### src/rtl/int_ctrl.sv
// -----------------------------------------------------------------------------
// int_ctrl
//
// Interrupt controller feeding the processor core's INT input. External
// request lines are edge-detected and latched as pending. A per-source enable
// mask filters them, and the lowest-numbered enabled pending source is
// selected. The controller then raises INT with that source's handler vector
// and runs a non-nesting request / acknowledge / end-of-interrupt handshake.
//
// Ports
//   clk      in   1        system clock, all state updates on rising edge
//   rst      in   1        synchronous reset, active-high
//   irq      in   N        external request lines (rising edge = request)
//   mask_wr  in   1        load mask register from mask_in this cycle
//   mask_in  in   N        new enable mask (1 = source enabled)
//   int_ack  in   1        core accepted the interrupt (honoured in REQ)
//   eoi      in   1        core finished the handler (honoured in SERVICE)
//   INT      out  1        interrupt request to core
//   vec      out  32       handler address of the selected source
//   irq_id   out  clog2(N) index of the selected source
//   pending  out  N        current pending register
//   busy     out  1        high while a handler is in service
//
// All outputs come straight from registers.
// -----------------------------------------------------------------------------
module int_ctrl #(
  parameter int          N          = 4,
  parameter logic [31:0] VEC_BASE   = 32'h0000_0100,
  parameter logic [31:0] VEC_STRIDE = 32'd16
) (
  input  logic                 clk,
  input  logic                 rst,
  input  logic [N-1:0]         irq,
  input  logic                 mask_wr,
  input  logic [N-1:0]         mask_in,
  input  logic                 int_ack,
  input  logic                 eoi,
  output logic                 INT,
  output logic [31:0]          vec,
  output logic [$clog2(N)-1:0] irq_id,
  output logic [N-1:0]         pending,
  output logic                 busy
);

  localparam int IDW = $clog2(N);

  typedef enum logic [1:0] {
    S_IDLE    = 2'd0,
    S_REQ     = 2'd1,
    S_SERVICE = 2'd2
  } state_t;

  state_t           state_q, state_d;
  logic             int_q, int_d;
  logic             busy_q, busy_d;
  logic [31:0]      vec_q, vec_d;
  logic [IDW-1:0]   id_q, id_d;
  logic [N-1:0]     pending_q, pending_d;
  logic [N-1:0]     mask_q, mask_d;
  logic [N-1:0]     irq_q;

  logic [N-1:0]     rise;
  logic [N-1:0]     eligible;
  logic [IDW-1:0]   sel;
  logic [N-1:0]     clr;
  logic             ack_take;

  // ---- request capture: edge detect and eligibility ----
  assign rise     = irq & ~irq_q;
  assign eligible = pending_q & mask_q;

  // Fixed priority: scan from the top so the lowest set index is the last
  // one written and therefore wins.
  always_comb begin
    sel = '0;
    for (int i = N - 1; i >= 0; i--) begin
      if (eligible[i]) begin
        sel = i[IDW-1:0];
      end
    end
  end

  // An acknowledge only counts while a request is outstanding.
  assign ack_take = (state_q == S_REQ) && int_ack;
  assign clr      = ack_take ? ({{(N-1){1'b0}}, 1'b1} << id_q) : '0;

  // Set wins over clear: an edge arriving on the very cycle its bit is being
  // acknowledged must not be lost, so the rise term is OR-ed in last.
  assign pending_d = (pending_q & ~clr) | rise;

  assign mask_d = mask_wr ? mask_in : mask_q;

  // ---- handshake FSM: next state and registered outputs ----
  always_comb begin
    state_d = state_q;
    int_d   = int_q;
    busy_d  = busy_q;
    vec_d   = vec_q;
    id_d    = id_q;

    unique case (state_q)
      S_IDLE: begin
        int_d  = 1'b0;
        busy_d = 1'b0;
        if (|eligible) begin
          id_d    = sel;
          // 32-bit wrap-around on the vector is intentional.
          vec_d   = VEC_BASE + VEC_STRIDE * {{(32-IDW){1'b0}}, sel};
          int_d   = 1'b1;
          state_d = S_REQ;
        end
      end

      // vec/irq_id stay frozen here regardless of mask or pending changes;
      // eoi is ignored, so int_ack+eoi together behaves as int_ack alone.
      S_REQ: begin
        int_d  = 1'b1;
        busy_d = 1'b0;
        if (int_ack) begin
          int_d   = 1'b0;
          busy_d  = 1'b1;
          state_d = S_SERVICE;
        end
      end

      // No nesting: new edges only accumulate in pending until eoi.
      S_SERVICE: begin
        int_d  = 1'b0;
        busy_d = 1'b1;
        if (eoi) begin
          busy_d  = 1'b0;
          state_d = S_IDLE;
        end
      end

      default: begin
        int_d   = 1'b0;
        busy_d  = 1'b0;
        state_d = S_IDLE;
      end
    endcase
  end

  // ---- state registers ----
  // irq_q resets to zero, so a line already high when reset releases is seen
  // as one fresh edge.
  always_ff @(posedge clk) begin
    if (rst) begin
      state_q   <= S_IDLE;
      int_q     <= 1'b0;
      busy_q    <= 1'b0;
      vec_q     <= '0;
      id_q      <= '0;
      pending_q <= '0;
      mask_q    <= '1;
      irq_q     <= '0;
    end else begin
      state_q   <= state_d;
      int_q     <= int_d;
      busy_q    <= busy_d;
      vec_q     <= vec_d;
      id_q      <= id_d;
      pending_q <= pending_d;
      mask_q    <= mask_d;
      irq_q     <= irq;
    end
  end

  assign INT     = int_q;
  assign busy    = busy_q;
  assign vec     = vec_q;
  assign irq_id  = id_q;
  assign pending = pending_q;

endmodule

### config.mk
export PLATFORM = sky130hd
export DESIGN_NAME = int_ctrl
export DESIGN_NICKNAME = d
export VERILOG_FILES = /design/src/rtl/int_ctrl.sv
export SDC_FILE = /design/constraint.sdc
export NUM_CORES = 1
export LEC_CHECK = 0
export CAP_MARGIN = 15
export CORE_MARGIN = 3
export CORE_UTILIZATION = 35
export DETAILED_ROUTE_END_ITERATION = 16
export MAX_ROUTING_LAYER = met4
export PLACE_DENSITY_LB_ADDON = 0.05
export REMOVE_ABC_BUFFERS = 1
export SLEW_MARGIN = 10
export SYNTH_ARGS = -nofsm -noshare
export SYNTH_HDL_FRONTEND = slang
export SYNTH_SLANG_ARGS = --single-unit
### constraint.sdc
create_clock -name clk -period 1.2 [get_ports clk]
set_clock_uncertainty 0.05 [all_clocks]
set_input_delay 0.12 -clock clk [delete_from_list [all_inputs] [get_ports clk]]
set_output_delay 0.12 -clock clk [all_outputs]
set_load 0.05 [all_outputs]
==> results.md <==
- Post-DP HPWL: around 1.7 mm
- Die height: 60.3 µm
- Hold Path Class: in2reg
- Fin util: 59.0%
- R2r startpoint: mask_q[2]
- Vias in the first global route: 757
- CP arrival: 1.50 ns
- Worst Path Buf+Inv: 0
- RD Place Congestion: ~0.74
- RSZ-0062 raised after global routing: yes
- Leak: 0.738 nW
- CP required: 1.36 ns
- Family with the most delay on the worst path: compound AO/OA/AOI/OAI gates
- Max Cap Viol: 0
- Tmin final: 1.34 ns
- DRT iter0 DRCs: 17
- Multi-input gate area: between 500 and 600 µm²
- Path type of the worst setup path: reg2reg
- Startpoint types: flip-flop
- Longest Clk Path Bufs: 2
- EDFF count, synth: 0
- Area growth syn-to-layout: 59.2%
- Largest cells by area after synthesis: dfxtp_1 (37%), buf_4 (23%), ha_1 (6.1%)
- R2R depth: 4
- GR Overflow Total: 0
- Syn avg cell area: 9.29 µm²
- Port Buf Inserts: 23
- Top-count cell post-synth: buf_4
- Drt pass-1 iters: 4
- Pwr per Cell Area: about 1800 nW/µm²
- Slowest cell on crit path: o311a_4
- Final slew viol count: 0
- Crit-path max cell delay: 0.39 ns
- Commonest cells post-synth: buf_4 (31), dfxtp_1 (19), a21oi_1 (9), nor2b_1 (9), nand2b_1 (6)
- Filler Cells Inserted: 246
- Post-synthesis sequential area ratio: roughly 37%
- Top FF cell, synth: dfxtp_1
- Die area: 3630 µm²
- Hold Path Cell Cnt: 3
- Max Clk Rate: ~750 MHz
- Final setup violation count: 4
- Num ports: 53
- Final Hold Viols: 0
- Total track usage: 12.7%
- First-pass GRT wire length: between 3 and 4 mm
- ANT nets after route: 0
- Initial antenna violation count: 0
- Worst R2R End: state_q[1]
- Wire per inst: 11.6 µm
- Min Hold Slack: about 0.34 ns
- Hold_sp: irq[2]
- # rows: 19
- DR vias/cell: around 4.3
- Failing checks: negative setup slack
- VDD IR max: 1.33 mV
- Register area: 394 µm²
- Share of post-route cells with drive strength above 1: 41.6%
- Yosys Warn Count: 0
- Largest area contributor in the netlist: dfxtp_1
- FF-to-FF setup slack: -0.14 ns
- Worst setup EP type: flip-flop
- Number of diodes: 0
- Vias: 829
- DRC viols: 0
- Core ar.: roughly 2800 µm²
- Max FO, Critical Path: 3
- Synth cell types: 23
- Status: finished with violations
- Clk Latency, worst-skew pair: 0.30 ns
- H-Tree Depth: 1
- Pin count of the biggest net entering global routing: 12
- Total power: ~0.0029 W
- Die width: 60.3 µm
- Post-Synthesis Cells: 111
- Synth top area share: 36.9%
- Worst setup margin: -0.142 ns
- Clock sink count: 19
- Initial Utilization: ~37%
- CTS clk-pin slew, worst paths: 0.11 ns
- Syn Std Cell Area: a little over 1000 µm²
- Synth async-reset ratio: 0%
- Worst path cell trace: a22o_4, o311a_4, mux2i_1, nor2_1
- Hold Path Sink: pending[2]
- Dpl ws: -0.187 ns
- Flops & latches, synth: 19
- Num CTS Buffers: 3
- Fin nets: 180
- Root Driver: clkbuf_4
- Tcrit/Tclk final: 112%
- Final WL: 2.22 mm
- CTS tree: done
==> worst max-delay path by stage <==
stage                  to  startpoint  slack (ns)  cells past startpoint
3_5_place_dp   state_q[1]  state_q[1]       -0.19                      6
5_1_grt        state_q[1]   mask_q[2]       -0.19                      4
6_report       state_q[1]   mask_q[2]       -0.14                      4
4_1_cts         irq_id[0]   mask_q[2]       -0.13                      4
3_3_place_gp   state_q[1]  state_q[1]       -0.16                      6
2_1_floorplan   irq_id[0]  pending[2]       -0.40                      4
==> worst register-to-register path: cells and delay by family (launching register included) <==
kind               cells  cell delay, ns
and+or+nand+nor        1            0.05
AOI/OAI and AO/OA      2            0.66
muxes                  1            0.15
DFF                    1            0.35
==> cell usage in the layout, fill, tap and decap left out, types with 2 or more instances in the layout <==
cell,instances
dfxtp_1,12
clkbuf_4,3
nand2b_4,2
dfxtp_2,5
conb_1,29
a21oi_1,6
nor2b_1,9
inv_2,2
nand3_1,2
a211o_1,4
buf_12,11
ha_1,2
nand2b_1,4
nand2_1,2
a21oi_2,3
buf_4,23
clkdlybuf4s50_1,12
o21ai_1,3
a22o_4,2
dfxtp_4,2
nor2_1,3
mux2i_1,2
buf_6,5
ha_4,3
==> metal layers <==
metal	vias to the layer above	GRT usage (%)	routed length, µm
li1	411	-	-
met1	391	14.5	953
met2	25	21.8	1110
met3	2	3.89	140
met4	0	2.85	14
met5	-	-	0
==> cells by family (layout without fill, tap and decap cells) <==
logic type	count (synthesis)	after routing	synth area share [%]
buf+inv	37	59	24.8
simple gates	24	24	12.9
compound gates	23	23	17.1
flops	19	19	36.9
fa+ha+maj	5	5	6.07
mux	2	2	1.94
other cells	1	29	0.364
==> area by class of cell <==
cell class / count / share of cell area, %
clock inverter: 1 / 0.305
tap: 31 / 2.36
inverter: 4 / 1.07
timing repair buffer: 51 / 34.7
clock buffer: 3 / 1.37
multi-input combinational: 83 / 36.2
sequential: 19 / 24.0
==> flip-flops by register name (all words and copies together), names as in the netlist <==
name,cells
state_q,2
irq_id,1
pending,4
INT,1
busy,1
mask_q,4
irq_q,4
vec,2
==> what timing repair did <==
item / in CTS / in global routing
pin swaps: 3 / 13
buffers inserted: 5 / 3
hold buffers: 0 / 0
resized for setup: 14 / 23
setup endpoints to repair: 12 / 12
==> metrics by stage <==
step / cell area [µm²] / std cells / TNS (ns)
floorplan: 896 / 106 / -2.87
global placement: 1440 / 182 / -1.15
detailed placement: 1440 / 182 / -1.35
CTS: 1550 / 191 / -0.736
global route: 1640 / 192 / -0.655
finish: 1640 / 192 / -0.315
==> power breakdown <==
part,internal [W],total (W),switching [W]
Clock,0.000124,0.000324,0.000200
Sequential,0.000737,0.000826,0.0000890
Combinational,0.000849,0.00173,0.000877
Total,0.00171,0.00288,0.00117
No activity file was read; power rests on OpenSTA's default activity.
